File: src/rtl/dispatch_pkg.sv
// dispatch_pkg: shared state encoding, block type codes and default widths for the layer dispatcher
package dispatch_pkg;
  localparam int LEN_W_DEF = 32;
  localparam int LAYER_W_DEF = 8;
  localparam logic [1:0] BT_NONE = 2'b00;
  localparam logic [1:0] BT_FWD = 2'b01;
  localparam logic [1:0] BT_BWD = 2'b10;
  localparam logic [1:0] BT_BOTH = 2'b11;
  typedef enum logic [2:0] {
    ST_IDLE,
    ST_FETCH,
    ST_SETTLE,
    ST_DISPATCH,
    ST_WAIT,
    ST_DONE
  } state_t;
endpackage

File: src/rtl/engine_issue_slot.sv
// engine_issue_slot: holds one block descriptor until the engine accepts it, then tracks it as pending until done
module engine_issue_slot
  import dispatch_pkg::*;
#(
  parameter int LEN_W = LEN_W_DEF
) (
  input  logic             clk_i,
  input  logic             rst_i,
  input  logic             abort_i,
  input  logic             load_i,
  input  logic [LEN_W-1:0] start_i,
  input  logic [LEN_W-1:0] len_i,
  input  logic [1:0]       type_i,
  input  logic             ready_i,
  input  logic             done_i,
  output logic             valid_o,
  output logic [LEN_W-1:0] start_o,
  output logic [LEN_W-1:0] len_o,
  output logic [1:0]       type_o,
  output logic             pending_o
);
  always_ff @(posedge clk_i) begin
    if (rst_i) begin
      valid_o <= 1'b0;
      pending_o <= 1'b0;
      start_o <= '0;
      len_o <= '0;
      type_o <= '0;
    end else if (abort_i) begin
      valid_o <= 1'b0;
      pending_o <= 1'b0;
    end else begin
      if (load_i) begin
        valid_o <= 1'b1;
        start_o <= start_i;
        len_o <= len_i;
        type_o <= type_i;
      end else if (valid_o && ready_i) begin
        valid_o <= 1'b0;
        pending_o <= 1'b1;
      end
      if (done_i && pending_o) pending_o <= 1'b0;
    end
  end
endmodule

File: src/rtl/layer_block_dispatcher.sv
// layer_block_dispatcher: walks the layer table, loads the intra-layer scheduler and issues its block pairs to two engines
module layer_block_dispatcher
  import dispatch_pkg::*;
#(
  parameter int LEN_W = LEN_W_DEF,
  parameter int LAYER_W = LAYER_W_DEF
) (
  input  logic               clk_i,
  input  logic               rst_i,
  input  logic               start_i,
  input  logic               abort_i,
  input  logic [LAYER_W-1:0] num_layers_i,
  output logic               cfg_req_o,
  output logic [LAYER_W-1:0] cfg_layer_o,
  input  logic               cfg_valid_i,
  input  logic [LEN_W-1:0]   cfg_fwd_len_i,
  input  logic [LEN_W-1:0]   cfg_bwd_len_i,
  input  logic [LEN_W-1:0]   cfg_fwd_bp_i,
  input  logic [LEN_W-1:0]   cfg_bwd_bp_i,
  output logic               sched_clear_o,
  output logic [LEN_W-1:0]   forward_length_o,
  output logic [LEN_W-1:0]   backward_length_o,
  output logic [LEN_W-1:0]   forward_breakpoint_o,
  output logic [LEN_W-1:0]   backward_breakpoint_o,
  output logic               block_finish_valid_o,
  input  logic [LEN_W-1:0]   block0_start_i,
  input  logic [LEN_W-1:0]   block0_length_i,
  input  logic [LEN_W-1:0]   block1_start_i,
  input  logic [LEN_W-1:0]   block1_length_i,
  input  logic [1:0]         block_type_i,
  output logic               eng0_valid_o,
  input  logic               eng0_ready_i,
  output logic [LEN_W-1:0]   eng0_start_o,
  output logic [LEN_W-1:0]   eng0_len_o,
  output logic [1:0]         eng0_type_o,
  input  logic               eng0_done_i,
  output logic               eng1_valid_o,
  input  logic               eng1_ready_i,
  output logic [LEN_W-1:0]   eng1_start_o,
  output logic [LEN_W-1:0]   eng1_len_o,
  output logic [1:0]         eng1_type_o,
  input  logic               eng1_done_i,
  output logic               busy_o,
  output logic               done_o,
  output logic [LAYER_W-1:0] layer_idx_o
);
  state_t state, state_d;
  logic settle_wait, evaluate, exhausted, last, load0, load1, pend0, pend1;
  logic clr_d, fin_d, done_d;
  logic [LAYER_W-1:0] num_layers, layer_idx, layer_inc;
  assign layer_inc = layer_idx + LAYER_W'(1);
  assign last = layer_inc == num_layers;
  assign evaluate = state == ST_SETTLE && !settle_wait && !abort_i;
  assign exhausted = block_type_i == BT_NONE;
  assign load0 = evaluate && !exhausted && |block0_length_i;
  assign load1 = evaluate && !exhausted && |block1_length_i;
  assign busy_o = state != ST_IDLE;
  assign cfg_req_o = state == ST_FETCH;
  assign cfg_layer_o = layer_idx;
  assign layer_idx_o = layer_idx;
  always_comb begin
    state_d = state;
    clr_d = 1'b0;
    fin_d = 1'b0;
    done_d = 1'b0;
    case (state)
      ST_IDLE: begin
        state_d = start_i && num_layers_i != '0 ? ST_FETCH : ST_IDLE;
        done_d = start_i && num_layers_i == '0;
      end
      ST_FETCH: begin
        state_d = cfg_valid_i ? ST_SETTLE : ST_FETCH;
        clr_d = cfg_valid_i;
      end
      ST_SETTLE: begin
        state_d = !evaluate ? ST_SETTLE :
                  exhausted ? (last ? ST_DONE : ST_FETCH) :
                  (load0 || load1) ? ST_DISPATCH : ST_SETTLE;
        fin_d = evaluate && !exhausted && !load0 && !load1;
        done_d = evaluate && exhausted && last;
      end
      ST_DISPATCH: state_d = (!eng0_valid_o || eng0_ready_i) && (!eng1_valid_o || eng1_ready_i) ? ST_WAIT : ST_DISPATCH;
      ST_WAIT: begin
        state_d = pend0 || pend1 ? ST_WAIT : ST_SETTLE;
        fin_d = !pend0 && !pend1;
      end
      ST_DONE: state_d = ST_IDLE;
      default: state_d = ST_IDLE;
    endcase
    if (abort_i) begin
      state_d = ST_IDLE;
      clr_d = 1'b0;
      fin_d = 1'b0;
      done_d = 1'b0;
    end
  end
  always_ff @(posedge clk_i) begin
    if (rst_i) begin
      state <= ST_IDLE;
      settle_wait <= 1'b0;
      sched_clear_o <= 1'b0;
      block_finish_valid_o <= 1'b0;
      done_o <= 1'b0;
      num_layers <= '0;
      layer_idx <= '0;
      forward_length_o <= '0;
      backward_length_o <= '0;
      forward_breakpoint_o <= '0;
      backward_breakpoint_o <= '0;
    end else begin
      state <= state_d;
      settle_wait <= clr_d || fin_d;
      sched_clear_o <= clr_d;
      block_finish_valid_o <= fin_d;
      done_o <= done_d;
      if (state == ST_IDLE && start_i && !abort_i) begin
        num_layers <= num_layers_i;
        layer_idx <= '0;
      end
      if (evaluate && exhausted) layer_idx <= layer_inc;
      if (clr_d) begin
        forward_length_o <= cfg_fwd_len_i;
        backward_length_o <= cfg_bwd_len_i;
        forward_breakpoint_o <= cfg_fwd_bp_i;
        backward_breakpoint_o <= cfg_bwd_bp_i;
      end
    end
  end
  engine_issue_slot #(.LEN_W(LEN_W)) u_eng0 (
    .clk_i(clk_i),
    .rst_i(rst_i),
    .abort_i(abort_i),
    .load_i(load0),
    .start_i(block0_start_i),
    .len_i(block0_length_i),
    .type_i(block_type_i),
    .ready_i(eng0_ready_i),
    .done_i(eng0_done_i),
    .valid_o(eng0_valid_o),
    .start_o(eng0_start_o),
    .len_o(eng0_len_o),
    .type_o(eng0_type_o),
    .pending_o(pend0)
  );
  engine_issue_slot #(.LEN_W(LEN_W)) u_eng1 (
    .clk_i(clk_i),
    .rst_i(rst_i),
    .abort_i(abort_i),
    .load_i(load1),
    .start_i(block1_start_i),
    .len_i(block1_length_i),
    .type_i(block_type_i),
    .ready_i(eng1_ready_i),
    .done_i(eng1_done_i),
    .valid_o(eng1_valid_o),
    .start_o(eng1_start_o),
    .len_o(eng1_len_o),
    .type_o(eng1_type_o),
    .pending_o(pend1)
  );
endmodule
File: config.mk
export PLATFORM = sky130hd
export DESIGN_NAME = layer_block_dispatcher
export DESIGN_NICKNAME = d
export VERILOG_FILES = /design/src/rtl/dispatch_pkg.sv /design/src/rtl/engine_issue_slot.sv /design/src/rtl/layer_block_dispatcher.sv
export SDC_FILE = /design/constraint.sdc
export NUM_CORES = 1
export LEC_CHECK = 0
export BUFFER_PORTS_ARGS = -buffer_cell sky130_fd_sc_hd__buf_2
export CAP_MARGIN = 20
export CORE_AREA = 4 4 213 215
export CTS_CLUSTER_DIAMETER = 50
export DETAILED_ROUTE_END_ITERATION = 10
export DIE_AREA = 0 0 217 219
export PLACE_DENSITY = 0.51
export SYNTH_ARGS = -nofsm -noshare
export SYNTH_HDL_FRONTEND = slang
export SYNTH_HIERARCHICAL = 1
export SYNTH_SLANG_ARGS = --single-unit
File: constraint.sdc
create_clock -name clk_i -period 2.11 [get_ports clk_i]
set_input_delay 0.5275 -clock clk_i [delete_from_list [all_inputs] [get_ports clk_i]]
set_output_delay 0.5275 -clock clk_i [all_outputs]
set_load 0.03 [all_outputs]
---- Word-level counts from Yosys, hierarchy flattened ----
Index checks and enable logic that the tools add are counted.
storage, ports and cells
  flip-flop bits (word level) ............. 287
  output and inout bits ................... 283
  logic and storage cells ................. 100
operators by class
  add/sub/neg operators ................... 1
  eq/ne operators ......................... 5
  muxes and demuxes ....................... 20
  bitwise gates (word level) .............. 3
  reduce and logical (&&, ||, !) cells .... 50
operators with widths
  operator             count
  $reduce_or 32->1     2
  $logic_and 1x1->1    19
  $mux 8               2
  $mux 3               5
  $pmux 3 s5           1
  $logic_not 1->1      9
  $mux 1               9
  $add 8x1->8 const B  1
  $eq 8x8->1           1
  $logic_not 8->1      1
  $reduce_and 2->1     4
  $reduce_bool 8->1    1
  $eq 3x2->1 const B   2
  $reduce_bool 2->1    3
  $reduce_or 3->1      2
  $logic_or 1x1->1     5
  $pmux 1 s2           2
  $eq 3x1->1 const B   1
  $eq 3x3->1 const B   1
  $logic_not 3->1      1
  $not 1->1            3
  $reduce_bool 3->1    1
  $logic_not 2->1      1
  $mux 2               1
  $reduce_or 2->1      1

---- Depth between registers and ports, before layout ----
Gate-level depths: netlist of the first run.
  depth in word-level cells ............... 11
  depth in mapped cells ................... 9

---- Hierarchy ----
Netlist of the first run, hierarchy kept.
by module, submodules not included
  module                  times used  cells an instance  area an instance (µm²)  sequential area each (µm²)
  layer_block_dispatcher  1           760                5984.5                  3022.9
  engine_issue_slot       2           297                2354.8                  1361.3

---- Least setup slack after synthesis of the first run ----
Ideal clock, no wire load.
  path type ............................... register -> register
  start ................................... register state[0]
  end ..................................... register forward_breakpoint_o[22]
  setup time .............................. 132 ps
  arrival ................................. 2142 ps
  required time ........................... 1978 ps
  path slack .............................. -164 ps
  stages on the path, launching flop included .. 9
  path buffers ............................ 3
  cells stage by stage .................... dfxtp_1 buf_2 nor3b_1 nand2_1 or2_1 buf_2 buf_2 nand2_1 a21oi_1
on the way
  cells in the longest elaborated chain, start to end .. 3
ends and longest elaborated chain
  what                    line                           source
  start, declared         layer_block_dispatcher.sv:47   state_t state, state_d;
  start signal, assigned  layer_block_dispatcher.sv:111  state <= state_d;
  $eq 3x1->1              --
  via cfg_req_o           layer_block_dispatcher.sv:13   output logic cfg_req_o,
  $mux 1                  layer_block_dispatcher.sv:66   case (state)
  $mux 1                  layer_block_dispatcher.sv:90   if (abort_i) begin
  end signal, assigned    layer_block_dispatcher.sv:124  forward_breakpoint_o <= cfg_fwd_bp_i;
  end, declared           layer_block_dispatcher.sv:23   output logic [LEN_W-1:0] forward_breakpoint_o,
The timed path passes the listed nets, and every way through them passes these cells.
A chain may end at the register's enable or synchronous reset.

---- Final worst setup path of the first run ----
  start ................................... register state[0]
  end ..................................... output port busy_o
on the way
  cells in the longest elaborated chain, start to end .. 1
ends and longest elaborated chain
  what               line                          source
  $reduce_bool 3->1  layer_block_dispatcher.sv:57  assign busy_o = state != ST_IDLE;
  end, declared      layer_block_dispatcher.sv:43  output logic busy_o,
No other way between the ends.

==> results of run 1 <==
[worst register-to-register path, cell delays in order, from the launching register on]
cell	delay, ns
dfxtp_1	0.46
nand3_1	0.19
or3_1	0.41
a221oi_2	0.31
o2111ai_2	0.21
buf_4	0.19
a31oi_1	0.12
[stage by stage]
stage                     total power [mW]  setup WS [ns]  TNS (ns)  instances
after detailed placement             6.395        -0.3032    -31.55       2485
after CTS                            13.73        0.02391         0       2557
final                                13.48        0.09172         0       2559
after global placement               6.395        -0.3323    -37.20       2485
after floorplan                      5.899        0.02122         0       1354
after global routing                 14.02       -0.01538  -0.02236       2558
[flip-flops by register name (all words and copies together), names as in the netlist]
register               flops
done_o                     1
u_eng1/len_o              32
forward_length_o          32
u_eng1/start_o            32
u_eng0/pending_o           1
u_eng1/valid_o             1
backward_length_o         32
settle_wait                1
u_eng0/valid_o             1
state                      3
u_eng0/start_o            32
cfg_layer_o                8
num_layers                 8
forward_breakpoint_o      32
sched_clear_o              1
u_eng0/type_o              2
u_eng0/len_o              32
backward_breakpoint_o     32
u_eng1/pending_o           1
block_finish_valid_o       1
u_eng1/type_o              2
[path summary, 6_finish.rpt]
check	startpoint	to	slack (ns)	cells past startpoint
hold reg to reg	forward_breakpoint_o[24]$_SDFFE_PP0P_	forward_breakpoint_o[24]$_SDFFE_PP0P_	0.45	2
hold / removal	block1_start_i[25]	u_eng1/start_o[25]$_SDFFE_PP0P_	0.20	3
setup reg to reg	cfg_layer_o[3]$_SDFFE_PP0P_	state[2]$_SDFF_PP0_	0.14	6
setup / recovery	state[0]$_SDFF_PP0_	busy_o	0.09	4
[cell type report]
type | count | share of cell area [%]
sequential | 287 | 36.03
inverter | 11 | 0.2586
clock buffer | 49 | 6.740
clock inverter | 23 | 2.179
timing repair buffer | 643 | 23.06
antenna | 2 | 0.03135
tap | 592 | 4.639
multi-input combinational | 952 | 27.06
[cells by family after synthesis]
group / after synthesis / synth area share (%)
simple gates: 625 / 23.89
compound gates: 317 / 15.29
flops: 287 / 53.73
buf+inv: 115 / 6.236
xor+xnor: 9 / 0.7371
fa+ha+maj: 1 / 0.1170
[layer usage]
metal,wire [microns],vias up
li1,-,5609
met1,16250,5275
met2,20780,454
met3,4243,78
met4,1303,8
met5,53,-
[what timing repair did]
| item | 4_1_cts | 5_1_grt |
|---|---|---|
| setup buffers | 0 | 0 |
| setup endpoints to repair | 2 | 4 |
| gates resized for setup | 5 | 3 |
| pin swaps | 0 | 0 |
[synthesized netlist by cell type]
library cell    n
nand2_1       534
dfxtp_1       287
a21oi_1       284
buf_4          33
clkbuf_1       32
buf_2          28
nor2_1         20
o21ai_0        19
nor4_1         17
inv_1          11
buf_6          10
nand4_1         7
xnor2_1         7
nand3_1         6
nor3_1          6
or3_1           6
or4_1           4
a31oi_1         3
and3_1          3
nand2b_1        3
nor3b_1         3
a32oi_1         2
and2b_1         2
nand3b_1        2
nor2b_1         2
nor4bb_1        2
o2111ai_1       2
or2_2           2
xor2_1          2
a211oi_1        1
a21o_1          1
a221oi_2        1
a311oi_1        1
clkbuf_2        1
ha_1            1
nand2_2         1
nand3_2         1
nand4b_1        1
nor3b_4         1
nor4_2          1
o21a_1          1
o221a_2         1
o31ai_1         1
or2_1           1
[power breakdown]
group	internal (mW)	switching, mW
Sequential	5.47	0.0274
Combinational	0.346	0.430
Clock	4.55	2.66
Total	10.4	3.12
==> impl_results.md, run 1 <==
- Most common cell after layout, fill and taps aside: buf_2
- Die Width: 217 microns
- Worst setup SP type: flop
- Sequential area share after synthesis: 53.73%
- Nets: 2,212
- Status: completed
- GRT overflow: 0
- FF+latch count, synth: 287
- Number of global-route vias before repair: 11,305
- TritonCTS clock tree: done
- Worst-margin pin slew: 0.4318 ns
- Final Hold Vio Count: 0
- Tmin final: 2.018 ns
- Routability Congestion: 0.8197
- Most frequent cells in the layout: buf_2 (555), nand2_1 (534), a21oi_1 (284)
- Critical path class: reg -> out
- Post-route cell area: 15,970 sq um
- CP max-delay cell: dfxtp_2
- Sequential cell area: 5752 sq um
- Final Slew Violations: 0
- Mapped Cells: 1,354
- Root Driver: clkbuf_16
- Final worst path period share: 95.65%
- Clock buffer count from CTS: 41
- Die Ht: 219 microns
- Worst hold path type: in -> reg
- Residual DRC: 0
- Initial antenna violation count: 8
- Yosys cell types: 44
- Fillers: 4,672
- Initial Util: 24.45%
- 1st-iter DRT viols: 534
- Hold_buf cts: 0
- Post-detailed-route wirelength per cell: 16.66 microns
- Core area: 43,740 sq um
- Family with the most delay on the worst path: flip-flops
- Top post-synthesis cells by area: dfxtp_1 (54%), nand2_1 (19%), a21oi_1 (13%), buf_4 (2.3%), buf_2 (1.3%)
- Syn Nets: 1,630
- Total die area: 47,520 sq um
- Share of layout cells above drive strength 1: 37.25%
- Slew headroom: 71.15%
- Finished Core Util: 36.50%
- Largest net degree at the start of global routing: 89
- Synthesized cell area: 10,690 sq um
- Worst path cell trace: nor3_2 > buf_4 > inv_1 > buf_2
- Worst hold slack: 0.2011 ns
- Critical path fanouts, max: 8
- Mapped Avg Cell Area: 7.898 sq um
- Post-synth top area cell: dfxtp_1
- Lkg Pwr: 7.003 nW
- PortBufs: 557
- Placed cell areas: 14,510 sq um
- Fmax: 495.5 MHz
- Met2 track demand over resource: 29.22%
- Worst vdd ir: 0.0005482 V
- Area occupied by multi-input gates: 4320 sq um
- Post-Route WL: 42,630 microns
- Maximum root-to-sink buffer count: 3
- Synth-to-layout area growth: 49.29%
- Clock sinks: 287
- Final setup vio count: 0
- Post-DP HPWL: 32,300 microns
- IO Count: 558
- Post-DR vias/cell: 4.464
- Vias: 11,424
- Buffers & Inverters on Critical Path: 3
- Site row count: 77
- First-pass GRT wire length: 63,470 microns
- Critical Path AT: 1.49 ns
- Ys Warns: 6
- Power per cell area: 844.4 nW/um^2
- Max cap viols: 0
- Tot GR Track Use: 16.80%
- Unrepaired setup endpoints after global routing: yes
- Synth top area share: 53.73%
- Gr busiest metal: met2
- Setup Skew: 0.01968 ns
- Clock slew at reported path FFs: 0.06 ns
- CP Data Required Time: 1.58 ns
- H-tree levels: 2
- Routed Antenna Nets: 0
- Routing usage on met1: 18.55%
- Worst-Skew Late Latency: 0.56 ns
- DR pass1 iterations: 4
- Largest stage delay, worst path: 0.37 ns
- M3 GR Usage: 7.076%
- Crit path capture type: output pin
Power figures use the tool's default switching activity.
==> run 2, diff against run 1 <==
CORE_AREA = 2 2 214 216   (was 4 4 213 215)
DIE_AREA = 0 0 216 218   (was 0 0 217 219)
PLACE_DENSITY = 0.5   (was 0.51)
clock period = 2.56 ns   (was 2.11 ns; I/O delays follow)
==> run 2 against run 1 <==
  * Utilization down 2.1 points
  * Die area down 0.92%
  * Final area down 3.3%
  * Clock power down 19%
  * Critical path type unchanged
  * Largest power group unchanged
==> impl_results.md, run 2 (same netlist as run 1, synthesis figures left out) <==
- Status: completed
- CP Data Required Time: 1.92 ns (+0.34 ns)
- Setup_tns: 0 ns (unchanged)
- Vias: 11,122 (-2.6%)
- DR pass1 iterations: 5 (+1)
- Critical path class: reg -> out
- Initial Util: 23.82% (-0.63 points)
- Post-detailed-route wirelength per cell: 16.13 microns (-3.2%)
- Die Ht: 218 microns (-0.46%)
- Share of layout cells above drive strength 1: 35.20% (-2.1 points)
- CP max-delay cell: dfxtp_1
- Clock buffer count from CTS: 40 (-2.4%)
- GRT overflow: 0 (unchanged)
- Final setup vio count: 0 (unchanged)
- Post-DP HPWL: 29,990 microns (-7.1%)
- H-tree levels: 2 (unchanged)
- Final antenna diode count: 0 (-2)
- Worst hold path type: in -> reg
- Slew headroom: 65.29% (-5.9 points)
- Fmax: 417.7 MHz
- Unrepaired setup endpoints after global routing: no
- Initial antenna violation count: 2 (-6)
- Number of global-route vias before repair: 10,649 (-5.8%)
- Clock slew at reported path FFs: 0.06 ns (about the same)
- PortBufs: 557 (unchanged)
- Crit path capture type: output pin
- Worst path cell trace: nor3b_2 > buf_2
- Nets: 2,157 (-2.5%)
- Final Hold Vio Count: 0 (unchanged)
- Routed Antenna Nets: 0 (unchanged)
- Site row count: 78 (+1.3%)
- Residual DRC: 0 (unchanged)
- First-pass GRT wire length: 60,790 microns (-4.2%)
- Maximum root-to-sink buffer count: 3 (unchanged)
- Hold_buf cts: 0 (unchanged)
- Placed cell areas: 14,040 sq um (-3.3%)
- Routability Congestion: 0.8338 (+1.7%)
- Family with the most delay on the worst path: flip-flops
- Worst-Skew Late Latency: 0.55 ns (about the same)
- 1st-iter DRT viols: 622 (+16%)
- Tot GR Track Use: 16.36% (-0.44 points)
- Clock sinks: 287 (unchanged)
- Final Slew Violations: 0 (unchanged)
- Die Width: 216 microns (-0.46%)
- Fillers: 4,863 (+4.1%)
- Synth-to-layout area growth: 44.42%
- Post-DR vias/cell: 4.428 (-0.82%)
- Worst-margin pin slew: 0.5159 ns (+0.08414 ns)
- TritonCTS clock tree: done
- Worst setup SP type: flop
- Largest net degree at the start of global routing: 86 (-3.4%)
- Buffers & Inverters on Critical Path: 1 (-2)
- Largest stage delay, worst path: 0.49 ns (+0.12 ns)
- Max cap viols: 0 (unchanged)
- IO Count: 558 (unchanged)
- Final worst path period share: 93.51%
- Critical path fanouts, max: 8 (unchanged)
- Post-Route WL: 40,510 microns (-5.0%)
- Post-route cell area: 15,440 sq um (-3.3%)
- Total die area: 47,090 sq um (-0.92%)
- Most common cell after layout, fill and taps aside: buf_2
- WP depth: 2 (-2)
- Most frequent cells in the layout: buf_2 (556), nand2_1 (534), dfxtp_1 (287)
- Core area: 44,890 sq um (+2.6%)
- Worst R2R Path Depth: 6 (unchanged)
- Power per cell area: 708.6 nW/um^2 (-16%)
- Critical Path AT: 1.75 ns (+0.26 ns)
- Worst hold slack: 0.3266 ns (+0.1255 ns)
- Tmin final: 2.394 ns
- Root Driver: clkbuf_16
- WHS Path Cells: 3 (unchanged)
- Post-CTS setup buffer count: 0 (unchanged)
- Worst vdd ir: 0.0005466 V (-0.30%)
- Setup Skew: 0.02022 ns (+0.0005495 ns)
- Lkg Pwr: 6.705 nW (-4.2%)
==> run 2: worst paths after layout <==
kind | start | endpoint | slack [ns]
hold reg to reg | forward_breakpoint_o[28]$_SDFFE_PP0P_ | forward_breakpoint_o[28]$_SDFFE_PP0P_ | 0.45
setup / recovery | state[0]$_SDFF_PP0_ | cfg_req_o | 0.17
hold / removal | block1_start_i[22] | u_eng1/start_o[22]$_SDFFE_PP0P_ | 0.33
setup reg to reg | cfg_layer_o[0]$_SDFFE_PP0P_ | done_o$_SDFF_PP0_ | 0.39
==> run 2: worst reg2reg max path: stages (launching register included) <==
cell	delay, ns
dfxtp_1	0.33
ha_1	0.26
nand3_1	0.16
or3_1	0.42
a221oi_2	0.28
o2111ai_1	0.28
a211oi_1	0.35
==> run 2: where the power goes <==
| part | total (mW) | switching (mW) | internal (mW) |
|---|---|---|---|
| Clock | 5.84 | 2.17 | 3.67 |
| Sequential | 4.53 | 0.0221 | 4.51 |
| Combinational | 0.579 | 0.341 | 0.238 |
==> run 2: metal layers <==
layer	GRT usage, %	vias up	wire length (microns)
met1	19.06	5111	16370
met2	28.32	438	19750
met5	0	-	12
li1	-	5509	-
met4	4.658	2	867
met3	5.760	62	3509
==> run 2: repair_timing <==
action | 4_1_cts | 5_1_grt
endpoints found under the hold margin | 0 | 0
setup endpoints to repair | 1 | 0
gates resized for setup | 1 | 0
==> run 2: metrics by stage <==
stage	utilization (%)	total power [mW]	cells	worst slack, ns
after floorplan	-	4.862	1354	0.2862
after global placement	31.27	5.203	2439	-0.1219
after CTS	34.40	11.15	2512	0.1412
final	34.40	10.94	2512	0.1662
after detailed placement	31.27	5.208	2439	-0.1424
after global routing	34.40	11.41	2512	0.05368
==> run 2: layout make-up <==
type	count	area [sq um]	share of cell area (%)
repair buffers	589	3199	20.71
clock buffers	48	1082	7.007
well taps	600	750.7	4.861
multi-input cells	952	4304	27.87
flip-flops and latches	287	5746	37.20
inverters	11	41.29	0.2673
clock inverters	25	321.6	2.082
==> run 3, diff against run 2 <==
PLACE_DENSITY = unset   (was 0.5)
==> run 3 against run 2 <==
  * Clock-buffer cell count decreased by 3
  * Sequential share of layout area is 0.22 points higher
  * Register-to-register slack about the same
==> impl_results.md, run 3 (same netlist as run 1, synthesis figures left out) <==
- Post-detailed-route wirelength per cell: 15.73 microns (-2.5%)
- H-tree levels: 2 (unchanged)
- Total die area: 47,090 sq um (unchanged)
- Critical path class: reg -> out
- Clock slew at reported path FFs: 0.06 ns (about the same)
- Hold path endpoint: u_eng1/start_o[23]$_SDFFE_PP0P_
- Most common cell after layout, fill and taps aside: buf_2
- Vias: 11,222 (+0.90%)
- Worst r2r src: cfg_layer_o[3]$_SDFFE_PP0P_
- Lkg Pwr: 6.662 nW (-0.64%)
- GRT overflow: 0 (unchanged)
- Maximum root-to-sink buffer count: 3 (unchanged)
- Finished Core Util: 34.20% (-0.21 points)
- CP Data Required Time: 1.92 ns (about the same)
- WHS Path Cells: 3 (unchanged)
- Final Hold Vio Count: 0 (unchanged)
- Root Driver: clkbuf_16
- Nets: 2,159 (+0.093%)
- Tot GR Track Use: 15.82% (-0.54 points)
- Setup Skew: 0.01830 ns (-0.001928 ns)
- Fmax: 424.7 MHz (+1.7%)
- IO Count: 558 (unchanged)
- Routed Antenna Nets: 0 (unchanged)
- Critical path fanouts, max: 8 (unchanged)
- First-pass GRT wire length: 58,790 microns (-3.3%)
- Worst vdd ir: 0.0005730 V (+4.8%)
- Final Slew Violations: 0 (unchanged)
- Worst-margin pin slew: 0.4663 ns (-0.04963 ns)
- Slew headroom: 68.63% (+3.3 points)
- Tmin final: 2.354 ns (-0.03947 ns)
- Min-delay src: block1_start_i[23]
- 1st-iter DRT viols: 607 (-2.4%)
- Family with the most delay on the worst path: flip-flops
- Clock sinks: 287 (unchanged)
- Worst path cell trace: nor3b_2 > buf_2
- Die Width: 216 microns (unchanged)
- Power per cell area: 686.1 nW/um^2 (-3.2%)
- Share of layout cells above drive strength 1: 35.24% (+0.040 points)
- Die Ht: 218 microns (unchanged)
- Post-DP HPWL: 29,690 microns (-1.0%)
- Area occupied by multi-input gates: 4304 sq um (unchanged)
- Clock buffer count from CTS: 38 (-5.0%)
- Status: completed
- Setup_tns: 0 ns (unchanged)
- Worst hold path type: in -> reg
- Unrepaired setup endpoints after global routing: no
- R2r setup slk: 0.39 ns (about the same)
- Fillers: 4,758 (-2.2%)
- Worst-Skew Late Latency: 0.55 ns (about the same)
- Max cap viols: 0 (unchanged)
- Core area: 44,890 sq um (unchanged)
- DR pass1 iterations: 7 (+2)
- Initial Util: 23.82% (unchanged)
- Post-Route WL: 39,500 microns (-2.5%)
- Buffers & Inverters on Critical Path: 1 (unchanged)
- TritonCTS clock tree: done
- PortBufs: 557 (unchanged)
- Worst r2r dst: state[2]$_SDFF_PP0_
- Synth-to-layout area growth: 43.56%
- Routability Congestion: 0.8600 (+3.1%)
- Critical Path AT: 1.71 ns (-0.04 ns)
- Number of global-route vias before repair: 10,783 (+1.3%)
- Largest stage delay, worst path: 0.49 ns (about the same)
- Crit path capture type: output pin
- Initial antenna violation count: 10 (+8)
- Site row count: 78 (unchanged)
- Final setup vio count: 0 (unchanged)
- Worst R2R Path Depth: 6 (unchanged)
- Sequential cell area: 5746 sq um (unchanged)
- CP max-delay cell: dfxtp_1
- Most frequent cells in the layout: buf_2 (556), nand2_1 (534), dfxtp_1 (287)
- Largest net degree at the start of global routing: 73 (-15%)
- Final worst path period share: 91.97% (-1.5 points)
- Hold_buf cts: 0 (unchanged)
- Post-DR vias/cell: 4.469 (+0.94%)
- Residual DRC: 0 (unchanged)
- Worst setup SP type: flop
[run 3: changes by cell type in the layout (fill, tap and decap cells not counted)]
| cell | previous run | this run |
|---|---|---|
| clkinvlp_4 | 2 | 3 |
| clkinv_8 | 0 | 1 |
| clkbuf_1 | 4 | 0 |
| clkbuf_16 | 41 | 38 |
| inv_6 | 9 | 4 |
| diode_2 | 0 | 4 |
| buf_12 | 13 | 11 |
| bufinv_16 | 6 | 4 |
| clkbuf_8 | 4 | 8 |
| clkinv_2 | 6 | 3 |
| buf_4 | 19 | 25 |
| inv_8 | 0 | 2 |
[run 3: stage by stage]
step	hold slack (ns)	setup slack [ns]	instances	total power, mW	cell area (sq um)
after floorplan	0.4651	0.2862	1354	4.862	10690
after global placement	0.4391	0.03422	2443	5.201	14040
after detailed placement	0.4431	0.006357	2443	5.206	14040
after CTS	0.2775	0.1404	2507	10.71	15340
after global routing	0.2913	0.07258	2509	10.95	15350
final	0.3204	0.2056	2511	10.53	15350
[run 3: report_power, final]
group	leakage [nW]	internal [mW]	total [mW]	switching (mW)
Clock	0.633	3.35	5.43	2.08
Sequential	2.31	4.51	4.53	0.0228
Combinational	3.72	0.238	0.578	0.339
Total	6.66	8.10	10.5	2.44
[run 3: what timing repair did]
action,CTS,global route
endpoints found under the setup margin,1,0
buffers inserted,0,0
gates resized for setup,1,0
[run 3: cell type report]
class / instances / area share (%)
repair buffers: 593 / 20.87
flip-flops and latches: 287 / 37.42
multi-input cells: 952 / 28.04
clock inverters: 19 / 1.622
inverters: 11 / 0.2689
well taps: 600 / 4.890
clock buffers: 45 / 6.821
diodes: 4 / 0.06520
[run 3: per-layer routing]
layer / global-route usage, % / wire length, microns / vias to the layer above
li1: - / - / 5503
met3: 5.551 / 3438 / 93
met1: 17.37 / 15090 / 5141
met2: 26.58 / 18890 / 475
met4: 9.064 / 2001 / 10
met5: 0 / 76 / -
[run 3: worst reg2reg max path: stages, from the launching register on]
cell and delay (ns):
dfxtp_1 0.58, nand4_1 0.24, or3_1 0.43, a221oi_2 0.25, o2111ai_1 0.25, buf_4 0.22
a31oi_1 0.13
[run 3: how the worst max path moves through the flow]
stage,start,end,slack (ns),cells after the start
final,state[0]$_SDFF_PP0_,cfg_req_o,0.21,2
after floorplan,state[0]$_SDFF_PP0_,forward_breakpoint_o[22]$_SDFFE_PP0P_,0.29,8
after CTS,state[0]$_SDFF_PP0_,cfg_req_o,0.14,2
after detailed placement,block1_length_i[16],u_eng1/type_o[1]$_SDFFE_PP0P_,0.006,9
after global placement,block1_length_i[16],u_eng1/type_o[1]$_SDFFE_PP0P_,0.03,9
after global routing,state[2]$_SDFF_PP0_,busy_o,0.07,4
